`config.mk`:
```
export PLATFORM = sky130hd
export DESIGN_NAME = dmem_arbiter_flat
export DESIGN_NICKNAME = d
export VERILOG_FILES = /design/src/rtl/dmem_arbiter_pkg.sv /design/src/rtl/dmem_arbiter_if.sv /design/src/rtl/dmem_arb_prio.sv /design/src/rtl/dmem_arbiter.sv /design/src/flat_wrapper.sv
export SDC_FILE = /design/constraint.sdc
export NUM_CORES = 1
export LEC_CHECK = 0
export ABC_AREA = 1
export CORE_ASPECT_RATIO = 0.8
export CORE_MARGIN = 4
export CORE_UTILIZATION = 40
export CTS_CLUSTER_SIZE = 40
export DETAILED_ROUTE_END_ITERATION = 10
export PLACE_DENSITY = 0.81
export REMOVE_ABC_BUFFERS = 1
export SYNTH_ARGS = -nofsm -noshare
export SYNTH_HDL_FRONTEND = slang
export SYNTH_HIERARCHICAL = 1
export SYNTH_SLANG_ARGS = --single-unit
```
`constraint.sdc`:
```
create_clock -name I_CLOCK -period 1.6 [get_ports I_CLOCK]
set_input_delay 0.32 -clock I_CLOCK [delete_from_list [all_inputs] [get_ports I_CLOCK]]
set_output_delay 0.32 -clock I_CLOCK [all_outputs]
set_load 0.005 [all_outputs]
```
`src/rtl/dmem_arbiter_pkg.sv`:
```
// Shared types and sizing for the two-port data-memory arbiter.
package dmem_arbiter_pkg;
  localparam int DATA_WIDTH   = 16;
  localparam int ADDR_WIDTH   = 10;
  localparam int MEM_LATENCY  = 2;
  localparam int STARVE_LIMIT = 3;

  localparam int LAT_W    = (MEM_LATENCY > 1) ? $clog2(MEM_LATENCY) : 1;
  localparam int STARVE_W = $clog2(STARVE_LIMIT + 1);

  typedef logic [ADDR_WIDTH-1:0] addr_t;
  typedef logic [DATA_WIDTH-1:0] data_t;

  typedef enum logic [1:0] {
    ST_IDLE  = 2'd0,
    ST_ISSUE = 2'd1,
    ST_WAIT  = 2'd2
  } darb_state_e;

  typedef struct packed {
    logic  owner;
    logic  we;
    addr_t addr;
    data_t wdata;
  } dmem_cmd_t;
endpackage

```
`src/rtl/dmem_arbiter_if.sv`:
```
// Requester handshakes (index 0 = MEM stage, 1 = debug/loader) plus the memory port.
interface dmem_arbiter_if;
  import dmem_arbiter_pkg::*;

  logic [1:0]  req;
  logic [1:0]  we;
  addr_t [1:0] addr;
  data_t [1:0] wdata;
  logic [1:0]  gnt;
  logic [1:0]  done;
  data_t [1:0] rdata;
  logic        stall;

  logic        mem_en;
  logic        mem_we;
  addr_t       mem_addr;
  data_t       mem_wdata;
  data_t       mem_rdata;

  modport slave (
    input  req, we, addr, wdata, mem_rdata,
    output gnt, done, rdata, stall, mem_en, mem_we, mem_addr, mem_wdata
  );

  modport master (
    output req, we, addr, wdata, mem_rdata,
    input  gnt, done, rdata, stall, mem_en, mem_we, mem_addr, mem_wdata
  );
endinterface

```
`src/rtl/dmem_arb_prio.sv`:
```
// Winner select: port 0 by default, port 1 when alone or after STARVE_LIMIT consecutive losses.
module dmem_arb_prio
  import dmem_arbiter_pkg::*;
(
  input  logic       clk,
  input  logic       rst_n,
  input  logic       arb_en,
  input  logic [1:0] req,
  output logic       winner
);
  localparam logic [STARVE_W-1:0] STARVE_MAX = STARVE_W'(STARVE_LIMIT);

  logic [STARVE_W-1:0] starve_cnt_q, starve_cnt_d;

  always_comb begin
    winner       = req[1] & (~req[0] | (starve_cnt_q == STARVE_MAX));
    starve_cnt_d = starve_cnt_q;
    // Only decisions taken in IDLE move the counter; a losing port 1 accrues credit.
    if (arb_en) begin
      if (!req[1] || winner) begin
        starve_cnt_d = '0;
      end else if (starve_cnt_q != STARVE_MAX) begin
        starve_cnt_d = starve_cnt_q + STARVE_W'(1);
      end
    end
  end

  always_ff @(negedge clk) begin
    if (!rst_n) starve_cnt_q <= '0;
    else        starve_cnt_q <= starve_cnt_d;
  end
endmodule

```
`src/rtl/dmem_arbiter.sv`:
```
// Single-port data-memory controller shared by the MEM stage and the debug/loader port.
// State updates on the falling clock edge to line up with the pipeline stages.
module dmem_arbiter
  import dmem_arbiter_pkg::*;
(
  input  logic          I_CLOCK,
  input  logic          I_RESET_N,
  dmem_arbiter_if.slave bus
);
  darb_state_e      state_q, state_d;
  logic [LAT_W-1:0] cnt_q, cnt_d;
  dmem_cmd_t        cmd_q, cmd_d;
  logic [1:0]       done_q, done_d;
  data_t [1:0]      rdata_q, rdata_d;
  logic             winner;
  logic             issue;

  dmem_arb_prio u_prio (
    .clk    (I_CLOCK),
    .rst_n  (I_RESET_N),
    .arb_en (state_q == ST_IDLE),
    .req    (bus.req),
    .winner (winner)
  );

  always_comb begin
    state_d = state_q;
    cnt_d   = cnt_q;
    cmd_d   = cmd_q;
    done_d  = '0;
    rdata_d = rdata_q;
    case (state_q)
      ST_IDLE: begin
        if (|bus.req) begin
          cmd_d.owner = winner;
          cmd_d.we    = bus.we[winner];
          cmd_d.addr  = bus.addr[winner];
          cmd_d.wdata = bus.wdata[winner];
          state_d     = ST_ISSUE;
        end
      end
      ST_ISSUE: begin
        cnt_d   = LAT_W'(MEM_LATENCY - 1);
        state_d = ST_WAIT;
      end
      ST_WAIT: begin
        if (cnt_q != '0) begin
          cnt_d = cnt_q - LAT_W'(1);
        end else begin
          done_d[cmd_q.owner] = 1'b1;
          if (!cmd_q.we) rdata_d[cmd_q.owner] = bus.mem_rdata;
          state_d = ST_IDLE;
        end
      end
      default: state_d = ST_IDLE;
    endcase
  end

  always_ff @(negedge I_CLOCK) begin
    if (!I_RESET_N) begin
      state_q <= ST_IDLE;
      cnt_q   <= '0;
      cmd_q   <= '0;
      done_q  <= '0;
      rdata_q <= '0;
    end else begin
      state_q <= state_d;
      cnt_q   <= cnt_d;
      cmd_q   <= cmd_d;
      done_q  <= done_d;
      rdata_q <= rdata_d;
    end
  end

  // The memory bus is forced to zero outside the single ISSUE cycle.
  assign issue         = (state_q == ST_ISSUE);
  assign bus.mem_en    = issue;
  assign bus.mem_we    = issue & cmd_q.we;
  assign bus.mem_addr  = issue ? cmd_q.addr  : '0;
  assign bus.mem_wdata = issue ? cmd_q.wdata : '0;
  assign bus.gnt       = issue ? (cmd_q.owner ? 2'b10 : 2'b01) : 2'b00;
  assign bus.done      = done_q;
  assign bus.rdata     = rdata_q;
  assign bus.stall     = bus.req[0] & ~done_q[0];
endmodule

```
`src/flat_wrapper.sv`:
```
// flat-port wrapper written by rule: the top's interface ports become plain ports
module dmem_arbiter_flat import dmem_arbiter_pkg::*;
  (I_CLOCK, I_RESET_N, bus_req, bus_we, bus_addr, bus_wdata, bus_mem_rdata, bus_gnt, bus_done, bus_rdata, bus_stall, bus_mem_en, bus_mem_we, bus_mem_addr, bus_mem_wdata);
  dmem_arbiter_if bus_i ();
  input  logic I_CLOCK;
  input  logic I_RESET_N;
  input wire logic [$bits(bus_i.req)-1:0] bus_req;
  input wire logic [$bits(bus_i.we)-1:0] bus_we;
  input wire logic [$bits(bus_i.addr)-1:0] bus_addr;
  input wire logic [$bits(bus_i.wdata)-1:0] bus_wdata;
  input wire logic [$bits(bus_i.mem_rdata)-1:0] bus_mem_rdata;
  output wire logic [$bits(bus_i.gnt)-1:0] bus_gnt;
  output wire logic [$bits(bus_i.done)-1:0] bus_done;
  output wire logic [$bits(bus_i.rdata)-1:0] bus_rdata;
  output wire logic [$bits(bus_i.stall)-1:0] bus_stall;
  output wire logic [$bits(bus_i.mem_en)-1:0] bus_mem_en;
  output wire logic [$bits(bus_i.mem_we)-1:0] bus_mem_we;
  output wire logic [$bits(bus_i.mem_addr)-1:0] bus_mem_addr;
  output wire logic [$bits(bus_i.mem_wdata)-1:0] bus_mem_wdata;
  assign bus_i.req = bus_req;
  assign bus_i.we = bus_we;
  assign bus_i.addr = bus_addr;
  assign bus_i.wdata = bus_wdata;
  assign bus_i.mem_rdata = bus_mem_rdata;
  assign bus_gnt = bus_i.gnt;
  assign bus_done = bus_i.done;
  assign bus_rdata = bus_i.rdata;
  assign bus_stall = bus_i.stall;
  assign bus_mem_en = bus_i.mem_en;
  assign bus_mem_we = bus_i.mem_we;
  assign bus_mem_addr = bus_i.mem_addr;
  assign bus_mem_wdata = bus_i.mem_wdata;
  dmem_arbiter u_core (.I_CLOCK(I_CLOCK), .I_RESET_N(I_RESET_N), .bus(bus_i));
endmodule
```
# After elaboration in Yosys (flattened, before gate mapping)
# Index checks and enable logic that the tools add are counted.
[totals]
ff_bits = 67
inputBits = 74
output_inout_bits = 65
word_cells = 65
[classes]
add_sub_neg = 2
magnitude_cmp = 3
eq_ne = 6
muxes = 22
bitwise = 10
n_reduce_logical = 12
[ops]
columns = ["cell", "count"]
rows = [
  ["16-bit two-way mux", 4],
  ["32-bit bitwise mux", 1],
  ["10-bit two-way mux", 3],
  ["16-bit demux with 1-bit select", 1],
  ["2-bit two-way mux", 6],
  ["1-bit inverter", 6],
  ["2-bit case mux with 3 select lines", 1],
  ["2-bit AND reduction", 3],
  ["2-bit == test (second input constant)", 2],
  ["1-bit by 2-bit less-than comparator with 1-bit output (second input constant)", 2],
  ["1-bit two-way mux", 4],
  ["2-bit inequality test (second input constant)", 2],
  ["2-bit nonzero test", 2],
  ["1-bit bitwise AND", 3],
  ["3-bit AND reduction", 1],
  ["3-bit OR reduction", 1],
  ["2-bit by 1-bit adder with 2-bit output (second input constant)", 1],
  ["2-bit by 1-bit == test with 1-bit output (second input constant)", 1],
  ["2-bit logical NOT", 1],
  ["2-bit by 1-bit inequality test with 1-bit output (second input constant)", 1],
  ["1-bit case mux with 2 select lines", 1],
  ["2-bit OR reduction", 1],
  ["1-bit demux with 1-bit select", 1],
  ["1-bit greater-or-equal comparator (second input constant)", 1],
  ["5 further kinds", 5],
]

# Depth between registers and ports, before layout
[logic_depth]
word_depth = 6
mapped_depth = 9
ltp_nobuf = 7

# Hierarchy
# Netlist, hierarchy kept.
[modules_own_cells]
columns = ["mod", "n_inst", "cells_each", "area_per_inst_um2", "seq_area_each_um2"]
rows = [
  ["dmem_arbiter", 1, 448, 3050.4, 1301.2],
  ["dmem_arb_prio", 1, 17, 115.1, 40.0],
]

==> report_table.html <==
<table>
<tr><th>Metric</th><th>Value</th></tr>
<tr><th colspan="2">Status</th></tr>
<tr><td>Run status</td><td>finished with violations</td></tr>
<tr><td>Violations in the final reports</td><td>negative setup slack</td></tr>
<tr><th colspan="2">Worst setup path</th></tr>
<tr><td>Kind of critical path</td><td>register to output pin</td></tr>
<tr><td>Kind of end point of the critical path</td><td>output pin</td></tr>
<tr><td>Crit path required time</td><td>1.28 ns</td></tr>
<tr><td>Logic depth of the worst register-to-register path</td><td>10</td></tr>
<tr><td>Launch point of the worst path</td><td>u_core/state_q[1]</td></tr>
<tr><td>Launching point of the worst reg2reg path</td><td>u_core/state_q[1]</td></tr>
<tr><td>Crit path to</td><td>bus_mem_wdata[10]</td></tr>
<tr><td>Setup slack of the worst register-to-register path</td><td>-0.17 ns</td></tr>
<tr><td>Crit path launch type</td><td>register</td></tr>
<tr><td>RR Endpoint</td><td>u_core/cmd_q[0]</td></tr>
<tr><td>Worst EP arrival</td><td>2.34 ns</td></tr>
<tr><td>Max FO, Critical Path</td><td>7</td></tr>
<tr><th colspan="2">Synthesis</th></tr>
<tr><td>Number of flip-flops and latches in the synthesized netlist</td><td>67</td></tr>
<tr><td>Syn. warnings</td><td>6</td></tr>
<tr><td>Mean instance size in the synthesized netlist</td><td>6.808 um^2</td></tr>
<tr><td>Sequential element share of the synthesized area</td><td>42.37%</td></tr>
<tr><td>Count of distinct cell types in the synthesized netlist</td><td>23</td></tr>
<tr><td>Synthesized instance count</td><td>465</td></tr>
<tr><td>Post-synth design cell area</td><td>3166 um^2</td></tr>
<tr><th colspan="2">Drt</th></tr>
<tr><td>DRC</td><td>0</td></tr>
<tr><td>Initial drt markers</td><td>452</td></tr>
<tr><td>Antenna Violating Nets Remaining</td><td>0</td></tr>
<tr><td>Via density</td><td>5.615</td></tr>
<tr><td>Average wire per standard cell</td><td>20.69 um</td></tr>
<tr><td>Vias</td><td>4576</td></tr>
<tr><td>Total routed wirelength</td><td>16.87 mm</td></tr>
<tr><td>Number of search-and-repair iterations in the first detailed-routing pass</td><td>9</td></tr>
<tr><th colspan="2">Layout</th></tr>
<tr><td>Diodes inserted</td><td>0</td></tr>
<tr><td>Fin nets</td><td>784</td></tr>
<tr><td>Final instance area</td><td>6291 um^2</td></tr>
<tr><td>Most common cell after layout, fill and taps aside</td><td>inv_1</td></tr>
<tr><td>Most frequent cells in the layout</td><td>107 x inv_1, 68 x clkdlybuf4s50_1, 56 x nor2_1</td></tr>
<tr><td>Final standard cell utilization of the core</td><td>83.52%</td></tr>
<tr><td>Layout-stage area growth over the synthesis result</td><td>98.74%</td></tr>
<tr><td>Share of final-layout standard cells stronger than drive strength 1</td><td>43.52%</td></tr>
<tr><td>Number of fill cells</td><td>395</td></tr>
<tr><th colspan="2">Global routing</th></tr>
<tr><td>GRT overflow</td><td>0</td></tr>
<tr><td>Antenna violations before repair</td><td>0</td></tr>
<tr><td>Total routing usage reported by global routing</td><td>30.03%</td></tr>
<tr><td>Maximum number of pins on one net before global-route repair</td><td>33</td></tr>
<tr><td>Number of global-route vias before repair</td><td>4406</td></tr>
<tr><td>First-pass GRT wire length</td><td>21.98 mm</td></tr>
<tr><th colspan="2">Clocking</th></tr>
<tr><td>Longest Clk Path Bufs</td><td>2</td></tr>
<tr><td>CTS sink count</td><td>67</td></tr>
<tr><td>Clock tree from TritonCTS</td><td>built</td></tr>
<tr><td>Worst-skew pair later-pin latency</td><td>0.44 ns</td></tr>
<tr><td>Maximum level of the CTS H-tree</td><td>3</td></tr>
<tr><td>Inserted Clock Buffers</td><td>9</td></tr>
<tr><td>CTS clock-pin slew for the worst setup and hold paths</td><td>0.05 ns</td></tr>
<tr><td>Clk root buf</td><td>clkbuf_8</td></tr>
<tr><th colspan="2">STA</th></tr>
<tr><td>Min setup slack post-route</td><td>-1.060 ns</td></tr>
<tr><td>Final setup TNS</td><td>-46.61 ns</td></tr>
<tr><td>Final hold vios</td><td>0</td></tr>
<tr><td>Tightest Pin Transition</td><td>0.3535 ns</td></tr>
<tr><td>Setup repair after global routing missed its margin</td><td>true</td></tr>
<tr><td>Number of pins with negative max-slew slack in the final report</td><td>0</td></tr>
<tr><td>Worst Skew</td><td>0.04405 ns</td></tr>
<tr><td>Max_slew headroom</td><td>76.43%</td></tr>
<tr><td>Count of final setup violators</td><td>100</td></tr>
<tr><th colspan="2">Run</th></tr>
<tr><td>Max-cap violations</td><td>0</td></tr>
<tr><th colspan="2">Power and ir drop</th></tr>
<tr><td>Cell leakage power</td><td>3.317 nW</td></tr>
<tr><td>Maximum ir drop on the vdd rail</td><td>0.0006529 V</td></tr>
<tr><td>PD cells</td><td>913.8 nW/um^2</td></tr>
<tr><th colspan="2">Die</th></tr>
<tr><td>Core outline area</td><td>7532 um^2</td></tr>
<tr><td>Die extent in y</td><td>87.57 um</td></tr>
<tr><td>Width of the die</td><td>107.5 um</td></tr>
<tr><td>Num rows</td><td>28</td></tr>
<tr><td>Top-level I/O count</td><td>139</td></tr>
<tr><td>Starting Density</td><td>42.03%</td></tr>
<tr><td>Die Footprint</td><td>9410 um^2</td></tr>
<tr><th colspan="2">Placement</th></tr>
<tr><td>Final weighted congestion in routability-driven placement</td><td>0.8177</td></tr>
<tr><td>Port-buffer cells</td><td>138</td></tr>
<tr><td>Dpl hpwl</td><td>7.178 mm</td></tr>
<tr><td>Total cell area at the placement stage</td><td>4786 um^2</td></tr>
<tr><th colspan="2">Hold path</th></tr>
<tr><td>Hold Path Depth</td><td>2</td></tr>
<tr><td>Hold/Removal Path Class</td><td>register to register</td></tr>
</table>
## where the power goes
group          internal [W]  switching [W]
clock              0.000798        0.00138
combinational      0.000768       0.000860
sequential          0.00181       0.000134
total               0.00338        0.00237
## critical path: stages (launching register included)
cell and delay [ns]:
dfxtp_2 0.33, inv_2 0.07, ha_4 0.16, buf_6 0.14, buf_16 0.15, nand2_2 0.06, inv_1 0.08, buf_2 0.13
## sequential cells by signal, summed over array words and instances (netlist names)
name and count:
u_core/cmd_q 28, u_core/cnt_q 1, u_core/u_prio/starve_cnt_q 2, u_core/state_q 2, u_core/bus.done 2, u_core/bus.rdata 32
## worst min path at each step
stage	startpoint	endpoint
3_5_place_dp	u_core/bus.rdata[25]	u_core/bus.rdata[25]
4_1_cts	u_core/bus.rdata[15]	u_core/bus.rdata[15]
5_1_grt	u_core/bus.rdata[27]	u_core/bus.rdata[27]
3_3_place_gp	u_core/bus.rdata[31]	u_core/bus.rdata[31]
6_report	u_core/bus.rdata[18]	u_core/bus.rdata[18]
2_1_floorplan	u_core/state_q[1]	u_core/state_q[1]
## cells in the mapped netlist
master / count / share of area, %
buf_4: 1 / 0.24
a21boi_0: 1 / 0.24
nor4_1: 2 / 0.40
buf_6: 2 / 0.71
o21ai_0: 45 / 7.1
inv_1: 66 / 7.8
nand2_1: 94 / 11
nand3_2: 2 / 0.63
nand4_1: 33 / 6.5
nor2_4: 1 / 0.36
o21ai_4: 1 / 0.51
buf_1: 1 / 0.12
inv_2: 1 / 0.12
nor2_2: 1 / 0.20
ha_1: 5 / 2.0
buf_2: 18 / 2.8
dfxtp_1: 67 / 42
a21oi_1: 36 / 5.7
nand3_1: 2 / 0.32
clkbuf_1: 10 / 1.2
clkinv_1: 1 / 0.12
nor2_1: 63 / 7.5
o21ai_1: 12 / 1.9
## cell families (layout without fill, tap and decap cells)
family	count (synthesis)	after routing	share of synthesized area, %
compound gates	95	95	15.45
fa+ha+maj	5	5	1.976
buf+inv	100	345	13.16
flops	67	67	42.37
simple gates	198	198	27.04
## routing by layer
layer / GRT usage, % / vias to the layer above / part of all wire, %
li1: - / 1966 / -
met1: 33.12 / 2098 / 35
met2: 49.91 / 378 / 47
met3: 11.64 / 134 / 11
met4: 17.43 / 0 / 6.9
met5: 0 / - / 0
## timing repair
| action | in CTS | in global routing |
|---|---|---|
| pin swaps | 81 | 53 |
| setup endpoints to repair | 132 | 131 |
| hold buffers | 0 | 0 |
| resized for setup | 458 | 128 |
| gates cloned | 11 | 0 |
| buffers inserted | 14 | 8 |
## final cells by class
cell class	instances	area, um^2	area share, %
Clock inverter	74	300.3	4.773
Inverter	66	251.5	3.998
Clock buffer	9	123.9	1.969
Timing Repair Buffer	196	2143	34.07
Sequential cell	67	1385	22.02
Tap cell	105	131.4	2.088
Multi-Input combinational cell	298	1956	31.09
## metrics by stage
stage | hold slack [ns] | total power [W] | setup WS, ns | instances
after global placement | 0.4483 | 0.003195 | -0.9595 | 702
after detailed placement | 0.4513 | 0.003223 | -1.018 | 702
after global routing | 0.4868 | 0.006038 | -1.086 | 815
final | 0.4532 | 0.005749 | -1.060 | 815
after CTS | 0.4559 | 0.005256 | -1.033 | 808
after floorplan | 0.4559 | 0.002608 | -2.705 | 433
No activity file was read; power rests on OpenSTA's default activity.
